<file path="config.mk">
export PLATFORM = sky130hd
export DESIGN_NAME = tour_cmd_sched_flat
export DESIGN_NICKNAME = d
export VERILOG_FILES = /design/src/rtl/tour_cmd_sched_if.sv /design/src/rtl/tour_cmd_sched.sv /design/src/flat_wrapper.sv
export SDC_FILE = /design/constraint.sdc
export NUM_CORES = 1
export LEC_CHECK = 0
export CORE_UTILIZATION = 66
export CTS_CLUSTER_DIAMETER = 80
export DETAILED_ROUTE_END_ITERATION = 7
export DONT_BUFFER_PORTS = 1
export PLACE_DENSITY = 0.79
export SETUP_SLACK_MARGIN = 0.05
export SYNTH_ARGS = -nofsm -noshare
export SYNTH_HDL_FRONTEND = slang
export SYNTH_SLANG_ARGS = --single-unit
</file>
<file path="constraint.sdc">
create_clock -name clk -period 4.6 [get_ports clk]
set_input_delay 0.92 -clock clk [delete_from_list [all_inputs] [get_ports clk]]
set_output_delay 0.92 -clock clk [all_outputs]
set_load 0.02 [all_outputs]
</file>
<file path="src/rtl/tour_cmd_sched_if.sv">
// Handshake bundle between the command scheduler, the UART command receiver,
// the tour solver and cmd_proc. The master modport is the scheduler side.
interface tour_cmd_sched_if #(
    parameter int IDX_W = 5
);
    logic [15:0]      cmd_UART;
    logic             cmd_rdy_UART;
    logic             clr_cmd_rdy_UART;
    logic             tour_go;
    logic [7:0]       tour_xy;
    logic             start_tour;
    logic [7:0]       move;
    logic [IDX_W-1:0] mv_indx;
    logic [15:0]      cmd;
    logic             cmd_rdy;
    logic             clr_cmd_rdy;
    logic             send_resp;
    logic [7:0]       resp;
    logic             resp_send;
    logic             invalid;

    modport master (
        input  cmd_UART, cmd_rdy_UART, start_tour, move, clr_cmd_rdy, send_resp,
        output clr_cmd_rdy_UART, tour_go, tour_xy, mv_indx, cmd, cmd_rdy,
               resp, resp_send, invalid
    );

    modport slave (
        output cmd_UART, cmd_rdy_UART, start_tour, move, clr_cmd_rdy, send_resp,
        input  clr_cmd_rdy_UART, tour_go, tour_xy, mv_indx, cmd, cmd_rdy,
               resp, resp_send, invalid
    );
endinterface

</file>
<file path="src/rtl/tour_cmd_sched.sv">
// Single owner of cmd_proc's command input: validates UART opcodes, passes
// calibrate/move commands through and replays a solved tour as V/H move pairs.
module tour_cmd_sched #(
    parameter int NUM_MOVES = 24,
    parameter int IDX_W     = 5
) (
    input  logic              clk,
    input  logic              rst,
    tour_cmd_sched_if.master  bus
);

    typedef enum logic [2:0] {IDLE, PASS, PWAIT, SOLVE, VCMD, VWAIT, HCMD, HWAIT} state_t;

    localparam logic [IDX_W-1:0] LAST_IDX = IDX_W'(NUM_MOVES - 1);

    state_t           state_r;
    logic [15:0]      cmd_r;
    logic             cmd_rdy_r;
    logic             clr_uart_r;
    logic             tour_go_r;
    logic [7:0]       tour_xy_r;
    logic [IDX_W-1:0] mv_indx_r;
    logic [7:0]       resp_r;
    logic             resp_send_r;
    logic             invalid_r;
    logic             is_pass_s;
    logic             is_tour_s;
    logic             move_done_s;

    // One-hot knight move to its vertical or horizontal command; non-one-hot falls back to bit 0.
    function automatic logic [15:0] move_cmd(input logic [7:0] mv, input logic vert);
        logic       up;
        logic       east;
        logic [3:0] vmag;
        logic [3:0] hmag;
        case (mv)
            8'h02:   begin up = 1'b1; vmag = 4'd2; east = 1'b0; hmag = 4'd1; end
            8'h04:   begin up = 1'b1; vmag = 4'd1; east = 1'b0; hmag = 4'd2; end
            8'h08:   begin up = 1'b0; vmag = 4'd1; east = 1'b0; hmag = 4'd2; end
            8'h10:   begin up = 1'b0; vmag = 4'd2; east = 1'b0; hmag = 4'd1; end
            8'h20:   begin up = 1'b0; vmag = 4'd2; east = 1'b1; hmag = 4'd1; end
            8'h40:   begin up = 1'b0; vmag = 4'd1; east = 1'b1; hmag = 4'd2; end
            8'h80:   begin up = 1'b1; vmag = 4'd1; east = 1'b1; hmag = 4'd2; end
            default: begin up = 1'b1; vmag = 4'd2; east = 1'b1; hmag = 4'd1; end
        endcase
        return vert ? {4'h3, (up ? 8'h00 : 8'h7F), vmag}
                    : {4'h4, (east ? 8'hBF : 8'h3F), hmag};
    endfunction

    // Opcode classification and end-of-move detection (including the skipped HWAIT case).
    always_comb begin
        is_pass_s = 1'b0;
        is_tour_s = 1'b0;
        case (bus.cmd_UART[15:12])
            4'h2, 4'h3, 4'h4: is_pass_s = 1'b1;
            4'h6:             is_tour_s = 1'b1;
            default: begin
                is_pass_s = 1'b0;
                is_tour_s = 1'b0;
            end
        endcase
        if (state_r == HWAIT) begin
            move_done_s = bus.send_resp;
        end else if (state_r == HCMD) begin
            move_done_s = cmd_rdy_r & bus.clr_cmd_rdy & bus.send_resp;
        end else begin
            move_done_s = 1'b0;
        end
    end

    // Scheduler FSM; every output is a register written here.
    always_ff @(posedge clk) begin
        if (rst) begin
            state_r     <= IDLE;
            cmd_r       <= 16'h0000;
            cmd_rdy_r   <= 1'b0;
            clr_uart_r  <= 1'b0;
            tour_go_r   <= 1'b0;
            tour_xy_r   <= 8'h00;
            mv_indx_r   <= '0;
            resp_r      <= 8'h00;
            resp_send_r <= 1'b0;
            invalid_r   <= 1'b0;
        end else begin
            clr_uart_r  <= 1'b0;
            tour_go_r   <= 1'b0;
            resp_send_r <= 1'b0;
            invalid_r   <= 1'b0;
            case (state_r)
                // clr_uart_r guards against re-taking a command whose clear is still in flight
                IDLE: if (bus.cmd_rdy_UART && !clr_uart_r) begin
                    clr_uart_r <= 1'b1;
                    if (is_pass_s) begin
                        cmd_r     <= bus.cmd_UART;
                        cmd_rdy_r <= 1'b1;
                        state_r   <= PASS;
                    end else if (is_tour_s) begin
                        tour_xy_r <= bus.cmd_UART[7:0];
                        tour_go_r <= 1'b1;
                        mv_indx_r <= '0;
                        state_r   <= SOLVE;
                    end else begin
                        invalid_r <= 1'b1;
                    end
                end
                PASS: if (bus.clr_cmd_rdy) begin
                    cmd_rdy_r <= 1'b0;
                    if (bus.send_resp) begin
                        resp_r      <= 8'hA5;
                        resp_send_r <= 1'b1;
                        state_r     <= IDLE;
                    end else begin
                        state_r <= PWAIT;
                    end
                end
                PWAIT: if (bus.send_resp) begin
                    resp_r      <= 8'hA5;
                    resp_send_r <= 1'b1;
                    state_r     <= IDLE;
                end
                SOLVE: if (bus.start_tour) begin
                    state_r <= VCMD;
                end
                // First cycle loads the command from the (now stable) move index
                VCMD: if (!cmd_rdy_r) begin
                    cmd_r     <= move_cmd(bus.move, 1'b1);
                    cmd_rdy_r <= 1'b1;
                end else if (bus.clr_cmd_rdy) begin
                    cmd_rdy_r <= 1'b0;
                    state_r   <= bus.send_resp ? HCMD : VWAIT;
                end
                VWAIT: if (bus.send_resp) begin
                    state_r <= HCMD;
                end
                HCMD, HWAIT: if (move_done_s) begin
                    cmd_rdy_r   <= 1'b0;
                    resp_send_r <= 1'b1;
                    if (mv_indx_r == LAST_IDX) begin
                        resp_r  <= 8'hA5;
                        state_r <= IDLE;
                    end else begin
                        resp_r    <= 8'h5A;
                        mv_indx_r <= mv_indx_r + IDX_W'(1);
                        state_r   <= VCMD;
                    end
                end else if (state_r == HCMD && !cmd_rdy_r) begin
                    cmd_r     <= move_cmd(bus.move, 1'b0);
                    cmd_rdy_r <= 1'b1;
                end else if (state_r == HCMD && bus.clr_cmd_rdy) begin
                    cmd_rdy_r <= 1'b0;
                    state_r   <= HWAIT;
                end
                default: state_r <= IDLE;
            endcase
        end
    end

    assign bus.cmd              = cmd_r;
    assign bus.cmd_rdy          = cmd_rdy_r;
    assign bus.clr_cmd_rdy_UART = clr_uart_r;
    assign bus.tour_go          = tour_go_r;
    assign bus.tour_xy          = tour_xy_r;
    assign bus.mv_indx          = mv_indx_r;
    assign bus.resp             = resp_r;
    assign bus.resp_send        = resp_send_r;
    assign bus.invalid          = invalid_r;

endmodule

</file>
<file path="src/flat_wrapper.sv">
// flat-port wrapper written by rule: the top's interface ports become plain ports
module tour_cmd_sched_flat 
#(
    parameter int NUM_MOVES = 24,
    parameter int IDX_W     = 5
)
  (clk, rst, bus_cmd_UART, bus_cmd_rdy_UART, bus_start_tour, bus_move, bus_clr_cmd_rdy, bus_send_resp, bus_clr_cmd_rdy_UART, bus_tour_go, bus_tour_xy, bus_mv_indx, bus_cmd, bus_cmd_rdy, bus_resp, bus_resp_send, bus_invalid);
  tour_cmd_sched_if #(.IDX_W(IDX_W)) bus_i ();
  input  logic clk;
  input  logic rst;
  input wire logic [$bits(bus_i.cmd_UART)-1:0] bus_cmd_UART;
  input wire logic [$bits(bus_i.cmd_rdy_UART)-1:0] bus_cmd_rdy_UART;
  input wire logic [$bits(bus_i.start_tour)-1:0] bus_start_tour;
  input wire logic [$bits(bus_i.move)-1:0] bus_move;
  input wire logic [$bits(bus_i.clr_cmd_rdy)-1:0] bus_clr_cmd_rdy;
  input wire logic [$bits(bus_i.send_resp)-1:0] bus_send_resp;
  output wire logic [$bits(bus_i.clr_cmd_rdy_UART)-1:0] bus_clr_cmd_rdy_UART;
  output wire logic [$bits(bus_i.tour_go)-1:0] bus_tour_go;
  output wire logic [$bits(bus_i.tour_xy)-1:0] bus_tour_xy;
  output wire logic [$bits(bus_i.mv_indx)-1:0] bus_mv_indx;
  output wire logic [$bits(bus_i.cmd)-1:0] bus_cmd;
  output wire logic [$bits(bus_i.cmd_rdy)-1:0] bus_cmd_rdy;
  output wire logic [$bits(bus_i.resp)-1:0] bus_resp;
  output wire logic [$bits(bus_i.resp_send)-1:0] bus_resp_send;
  output wire logic [$bits(bus_i.invalid)-1:0] bus_invalid;
  assign bus_i.cmd_UART = bus_cmd_UART;
  assign bus_i.cmd_rdy_UART = bus_cmd_rdy_UART;
  assign bus_i.start_tour = bus_start_tour;
  assign bus_i.move = bus_move;
  assign bus_i.clr_cmd_rdy = bus_clr_cmd_rdy;
  assign bus_i.send_resp = bus_send_resp;
  assign bus_clr_cmd_rdy_UART = bus_i.clr_cmd_rdy_UART;
  assign bus_tour_go = bus_i.tour_go;
  assign bus_tour_xy = bus_i.tour_xy;
  assign bus_mv_indx = bus_i.mv_indx;
  assign bus_cmd = bus_i.cmd;
  assign bus_cmd_rdy = bus_i.cmd_rdy;
  assign bus_resp = bus_i.resp;
  assign bus_resp_send = bus_i.resp_send;
  assign bus_invalid = bus_i.invalid;
  tour_cmd_sched #(.NUM_MOVES(NUM_MOVES), .IDX_W(IDX_W)) u_core (.clk(clk), .rst(rst), .bus(bus_i));
endmodule
</file>
After elaboration in Yosys (flattened, before gate mapping)
Cells that the tools add are included.
- flip-flop bits (word level): 45
- input bits: 30
- logic and storage cells: 143
- add/sub/neg operators: 1
- equality and inequality tests: 38
- multiplexer cells: 66
- bitwise gates (word level): 5
- reduce and logical (&&, ||, !) cells: 23
- operators by type and width (cell ; number):
    16-bit 2-to-1 mux ; 5
    16-bit case mux with 3 select lines ; 1
    8-bit 2-to-1 mux ; 5
    3-bit 2-to-1 mux ; 13
    1-bit 2-to-1 mux ; 27
    5-bit 2-to-1 mux ; 5
    8-bit case mux with 3 select lines ; 1
    3-bit case mux with 7 select lines ; 1
    2-bit != test (second input constant) ; 9
    4-bit OR reduction ; 4
    3-bit equality test (second input constant) ; 4
    2-bit by 1-bit != test with 1-bit output (second input constant) ; 6
    6-bit AND reduction ; 2
    5-bit case mux with 2 select lines ; 1
    10-bit AND reduction ; 1
    4-bit by 2-bit equality test with 1-bit output (second input constant) ; 2
    4-bit by 3-bit equality test with 1-bit output (second input constant) ; 2
    8-bit by 2-bit equality test with 1-bit output (second input constant) ; 1
    8-bit by 3-bit equality test with 1-bit output (second input constant) ; 1
    8-bit by 4-bit equality test with 1-bit output (second input constant) ; 1
    8-bit by 5-bit equality test with 1-bit output (second input constant) ; 1
    8-bit by 6-bit equality test with 1-bit output (second input constant) ; 1
    8-bit by 7-bit equality test with 1-bit output (second input constant) ; 1
    8-bit equality test (second input constant) ; 1
    other kinds (24) ; 37

Longest topological paths before layout
Gate-level depths: netlist of run 1.
- depth in word-level cells: 11
- mapped depth: 7
- gate-level depth less buffers: 6

Least setup slack after synthesis of run 1
No wires, ideal clock.
- path type: input to register
- start: input bus_cmd_UART[13]
- end: register u_core.cmd_r[10], in the netlist u_core.bus.cmd[10]
- library setup time: 0.132 ns
- data arrival time: 2.100 ns
- path slack: 2.368 ns
- stages: 6
- path buffers: 1
- cell sequence: or3b_1 > a21o_1 > o22a_1 > buf_6 > a211oi_1 > nor3_1
- cells in the longest elaborated chain, start to end: 5
- ends and longest elaborated chain (item ; line ; text):
    start, declared ; flat_wrapper.sv:11 ; input wire logic [$bits(bus_i.cmd_UART)-1:0] bus_cmd_UART;
    4-bit by 2-bit equality test with 1-bit output / 4-bit by 3-bit equality test with 1-bit output (equally long branches) ; tour_cmd_sched.sv:54 ; case (bus.cmd_UART[15:12])
    3-bit OR reduction (*) ; tour_cmd_sched.sv:54 ;
    1-bit 2-to-1 mux (*) ; tour_cmd_sched.sv:54 ;
    2-bit by 1-bit != test with 1-bit output (no source line) (*) ; - ;
    6-bit AND reduction (no source line) (*) ; - ;
    end signal, assigned ; tour_cmd_sched.sv:94 ; cmd_r <= bus.cmd_UART;
    end signal, assigned ; tour_cmd_sched.sv:126 ; cmd_r <= move_cmd(bus.move, 1'b1);
    end signal, assigned ; tour_cmd_sched.sv:147 ; cmd_r <= move_cmd(bus.move, 1'b0);
    end, declared ; tour_cmd_sched.sv:17 ; logic [15:0] cmd_r;
Every way passes the cells marked *; elsewhere a longest branch is shown, timed or not.
A chain may end at the register's enable or synchronous reset.

Worst setup path in the final report of run 1
- start: input bus_cmd_UART[13]
- end: register u_core.cmd_r[11], in the netlist u_core.bus.cmd[11]
The elaborated chain is that of the path after synthesis.

==> results of run 1 <==
## report_power, final
part,internal (mW),leakage [nW],switching (mW)
clock network,0.0584,0.0272,0.114
registers,0.375,0.316,0.113
logic,0.0990,0.432,0.0993
## worst max path at each step
| stage | slack, ns | start | endpoint | cells after the start |
|---|---|---|---|---|
| after detailed placement | 1.88 | bus_cmd_UART[13] | u_core.bus.cmd[11] | 5 |
| after global routing | 2.03 | u_core.state_r[0] | u_core.bus.cmd[2] | 5 |
| after CTS | 2.25 | bus_cmd_UART[13] | u_core.bus.cmd[11] | 5 |
| after global placement | 1.97 | bus_cmd_UART[13] | u_core.bus.cmd[11] | 5 |
| after floorplan | 2.37 | bus_cmd_UART[13] | u_core.bus.cmd[10] | 6 |
| final | 2.26 | bus_cmd_UART[13] | u_core.bus.cmd[11] | 5 |
## flip-flops by register name, indices dropped and copies added, names as in the netlist
name and flops:
u_core.bus.cmd 16, u_core.bus.tour_xy 8, u_core.bus.mv_indx 5, u_core.state_r 3, u_core.bus.resp 2, u_core.bus.clr_cmd_rdy_UART 1, u_core.bus.cmd_rdy 1, u_core.bus.invalid 1
u_core.bus.resp_send 1, u_core.bus.tour_go 1
## layer usage
layer	wire (µm)	up-vias	share of wire, %	global-route usage [%]
met5	0	-	0	0
met3	364	17	8.0	10.77
li1	-	843	-	-
met2	2282	74	50	44.99
met4	116	0	2.6	12.59
met1	1759	839	39	33.56
## logic make-up after synthesis
| logic type | after synthesis | share of synthesized area, % |
|---|---|---|
| flops | 39 | 36.90 |
| xor+xnor | 8 | 3.312 |
| buf+inv | 35 | 8.929 |
| simple gates | 97 | 22.83 |
| mux | 16 | 7.628 |
| compound gates | 56 | 19.81 |
| fa+ha+maj | 1 | 0.5913 |
## through the flow
| stage | power [mW] | setup WS (ns) |
|---|---|---|
| floorplan | 0.6932 | 2.368 |
| global placement | 0.6814 | 1.969 |
| detailed placement | 0.6943 | 1.884 |
| CTS | 0.8617 | 2.247 |
| global route | 0.9104 | 2.032 |
| finish | 0.8588 | 2.258 |
## critical path: stages
cell and delay [ns]:
or3b_1 0.38, a21o_1 0.22, o22ai_2 0.70, nor2_1 0.13, a311oi_2 0.26
## cell usage after synthesis, drive strengths merged, types with 2 or more instances
master  instances
a211oi         14
a21boi          2
a21o            4
a21oi          10
a311oi          3
a31oi           4
and2            2
buf            15
clkbuf         14
dfxtp          39
inv             6
mux2i          15
nand2          14
nand2b          8
nand3           7
nor2           35
nor2b           3
nor3           12
nor3b           5
nor4            3
o21ai           5
o22ai           2
o311ai          2
o31ai           2
xnor2           7
## area by class of cell
cell class | instances | area [µm²] | share of cell area, %
well taps | 44 | 55.05 | 2.670
clock inverters | 3 | 20.02 | 0.9709
inverters | 6 | 22.52 | 1.092
flip-flops and latches | 39 | 780.7 | 37.86
clock buffers | 5 | 37.54 | 1.820
multi-input cells | 178 | 1146 | 55.58
==> run metrics, run 1 <==
Mapped Area=2116 µm²; IO Port Bufs=0; GRT Total Usage=28.13%; Final Non-Filler Cells=275; DRC violations left=0; Seq cells post-synth=39; clk buf depth=2; core area=3053 µm²; 1st-pass router iterations=4; Initial Utilization=69.30%; r2r worst-path depth=5; critical path type=in2reg; sequential area share after synthesis=36.90%; commonest non-fill, non-tap cell in the layout=dfxtp_1; initial antenna violation count=0; yosys warns=0; WL/cell=16.44 µm; Max Cap Viol=0; Cell variety after synth=49; vias per inst=6.447; total wire length=4522 µm; Die Height=58.62 µm; R2R setup slack=2.31 ns; worst reg2reg startpoint=u_core.state_r[0]; clock latency on the worst-skew pair=0.34 ns; RePlAce Congestion=0.8120; reg2reg end=u_core.bus.mv_indx[1]; Yosys top cell by area=dfxtp_1; post-CTS sizing=0; endpoints failing hold=0; Antenna Cells=0; Critical Path RT=4.87 ns; crit path max fanout=20; Core Util, Final=67.54%; clk slew on worst S/H paths=0.12 ns; post-synthesis instance total=252; Placed Area=2004 µm²; vias in the first global route=1677; min-delay worst type=reg2reg; post-route cell area=2062 µm²; Setup violations, final=0; DIE AREA=3436 µm²; main flop type after synthesis=dfxtp_1; Final nets=261; crit path DAT=2.61 ns; Final TNS setup=0 ns; hold depth=2; Max IR drop VDD=0.0002818 V; headroom to the max-slew limit=43.36%; final antenna-violating net count=0; area delta synth->final=-2.543%; DR vias=1773; CTS tree=built; Syn Nets=283; Die Wd=58.62 µm; total CTS buffers=5; status=completed; Async S/R FF share, synth=0%; post-CTS setup buffers=0; Detailed Route Iter0 Violations=126; CP Capture Type=register; Fmax=426.9 MHz; Slew Limit Fails=0; most frequent cells in the layout=39 x dfxtp_1, 35 x nor2_1, 15 x mux2i_1; top cell type's share of synthesized area=36.90%; # IOs=72; leading post-synthesis cells by cell area=dfxtp_1 37%, mux2i_1 7.1%, nor2_1 6.2%; Cell Pwr Density=416.5 nW/µm²; WHS Endpoint=u_core.bus.cmd[3]; crit start category=primary input; grt total ovfl=0; worst hold start=u_core.bus.cmd[3]; dpl cells=267; Sink Count=39; post-DP HPWL=3259 µm; period utilisation layout=50.92%; clock root buffer=clkbuf_4; worst hold slack=0.5559 ns; largest net degree at the start of global routing=39; Final min period=2.342 ns; Worst Clk Skew=0.01079 ns; RSZ-0062 raised after global routing=false; share of cells above drive strength 1=6.061%; fill cell count=283; Post-CTS Hold Fix Bufs=0; first-pass GRT wire length=7348 µm; LEAKAGE=0.7755 nW; number of synthesized flops with an enable pin=0; H-tree levels=2; Worst Max-Slew Pin Slew=0.8496 ns; syn avg cell area=8.396 µm²; Rows=20
(Power assumes the default switching activity.)
==> inputs of run 2 (changes only) <==
--- a/config.mk
+++ b/config.mk
@@ -5,11 +5,11 @@
 export SDC_FILE = /design/constraint.sdc
 export NUM_CORES = 1
 export LEC_CHECK = 0
-export CORE_UTILIZATION = 66
+export CORE_UTILIZATION = 62
 export CTS_CLUSTER_DIAMETER = 80
 export DETAILED_ROUTE_END_ITERATION = 7
 export DONT_BUFFER_PORTS = 1
-export PLACE_DENSITY = 0.79
+export PLACE_DENSITY = 0.75
 export SETUP_SLACK_MARGIN = 0.05
 export SYNTH_ARGS = -nofsm -noshare
 export SYNTH_HDL_FRONTEND = slang
==> constraint.sdc (replaced) <==
create_clock -name clk -period 2.16 [get_ports clk]
set_input_delay 0.432 -clock clk [delete_from_list [all_inputs] [get_ports clk]]
set_output_delay 0.432 -clock clk [all_outputs]
set_load 0.02 [all_outputs]
==> run metrics, run 2 (synthesized netlist as in run 1, its figures left out) <==
WL/cell=16.22 µm (-1.4%); setup slack after layout=0.2932 ns (-1.964 ns); Tot Pwr=2.011 mW (+130%); initial antenna violation count=0 (unchanged); crit start category=register; LEAKAGE=0.8309 nW (+7.1%); Setup violations, final=0 (unchanged); clk buf depth=2 (unchanged); area delta synth->final=1.952%; Largest register FFs=16 (unchanged); Rows=20 (unchanged); Final TNS setup=0 ns (unchanged); Final min period=1.867 ns; endpoints failing hold=0 (unchanged); Sink Count=39 (unchanged); largest net degree at the start of global routing=39 (unchanged); Flop pwr share=48.9% (-7.9 points); clk slew on worst S/H paths=0.13 ns (about the same); grt total ovfl=0 (unchanged); Slew Limit Fails=0 (unchanged); post-route cell area=2157 µm² (+4.6%); RePlAce Congestion=0.9064 (+12%); CTS tree=built; dpl cells=274 (+2.6%); Core Util, Final=68.41% (+0.87 points); Gate power share=26.1% (+3.0 points); IO Port Bufs=0 (unchanged); vias per inst=6.262 (-2.9%); Switching Share=35.98% (-2.1 points); Worst Max-Slew Pin Slew=0.7757 ns (-0.07397 ns); headroom to the max-slew limit=48.22% (+4.9 points); critical path type=reg2reg; Die Wd=60.42 µm (+3.1%); Initial Utilization=67.10% (-2.2 points); DR vias=1766 (-0.39%); Placed Area=2069 µm² (+3.2%); CP Capture Type=register; pre-CTS setup slack=0.2097 ns (-1.674 ns); sw power=0.7236 mW (+120%); GRT Total Usage=27.05% (-1.1 points); H-tree levels=2 (unchanged); total wire length=4574 µm (+1.1%); Final nets=268 (+2.7%); vias in the first global route=1665 (-0.72%); Final Non-Filler Cells=282 (+2.5%); total CTS buffers=5 (unchanged); DRC violations left=0 (unchanged); period utilisation layout=86.43%; 1st-pass router iterations=4 (unchanged); Max Cap Viol=0 (unchanged); commonest non-fill, non-tap cell in the layout=dfxtp_1; RSZ-0062 raised after global routing=false; Clk pwr share=25.1% (+5.0 points); DIE AREA=3650 µm² (+6.2%); Worst Clk Skew=0.009977 ns (-0.0008122 ns); first-pass GRT wire length=7327 µm (-0.29%); most frequent cells in the layout=36 x dfxtp_1, 35 x nor2_1, 15 x mux2i_1; Cell Pwr Density=932.2 nW/µm² (+120%); Detailed Route Iter0 Violations=167 (+33%); Cell Int Power=1.287 mW (+140%); # IOs=72 (unchanged); core area=3153 µm² (+3.3%); min-delay worst type=in2reg; status=completed; final antenna-violating net count=0 (unchanged); Max IR drop VDD=0.0005919 V (+110%); crit path DAT=2.12 ns (-0.49 ns); clock root buffer=clkbuf_4; clock latency on the worst-skew pair=0.35 ns (about the same); post-DP HPWL=3326 µm (+2.1%); Die Height=60.42 µm (+3.1%); Fmax=535.7 MHz; share of cells above drive strength 1=10.08% (+4.0 points); Antenna Cells=0 (unchanged); Critical Path RT=2.41 ns (-2.46 ns); worst hold slack=0.1251 ns (-0.4308 ns); crit path max fanout=22 (+10%)
-- run 2: cell types whose count changed in the layout (fill, tap and decap cells not counted), sizes merged --
cell and change:
buf +7, bufinv +1, inv +1, clkinvlp -1, clkinv -1
-- run 2: worst paths after layout --
kind                 startpoint            endpoint  slack [ns]  cells after the start
min                         rst   u_core.state_r[0]        0.13                      1
min reg2reg  u_core.bus.resp[5]  u_core.bus.resp[5]        0.53                      2
max           u_core.state_r[0]   u_core.state_r[1]        0.29                      4
max reg2reg   u_core.state_r[0]   u_core.state_r[1]        0.29                      4
-- run 2: area by class of cell --
type,count,area (µm²)
well taps,44,55.05
clock inverters,3,46.29
flip-flops and latches,39,784.5
fillers,281,996.0
clock buffers,5,37.54
repair buffers,7,65.06
inverters,6,22.52
multi-input cells,178,1146
-- run 2: worst max-delay path: stages (launching register included) --
cell      delay (ns)
dfxtp_2         0.45
o311ai_0        0.55
o211ai_1        0.22
nor2_1          0.21
mux2_1          0.33
-- run 2: per-layer routing --
layer / vias to the layer above / global-route usage (%) / part of all wire, %
li1: 858 / - / -
met1: 811 / 32.18 / 40
met2: 85 / 45.53 / 50
met3: 12 / 10.45 / 8.9
met4: 0 / 7.792 / 1.7
met5: - / 0 / 0
-- run 2: power by group through the flow --
stage	clock network (mW)	logic, mW	registers [mW]
finish	0.504	0.524	0.983
floorplan	0	0.544	0.932
CTS	0.506	0.522	0.976
detailed placement	0	0.521	0.992
global route	0.535	0.582	1.00
global placement	0	0.499	0.982
-- run 2: repair_timing --
item	4_1_cts	5_1_grt
hold buffers	0	0
hold endpoints to repair	0	0
setup endpoints to repair	0	4
resized for setup	0	3
buffers inserted	0	0
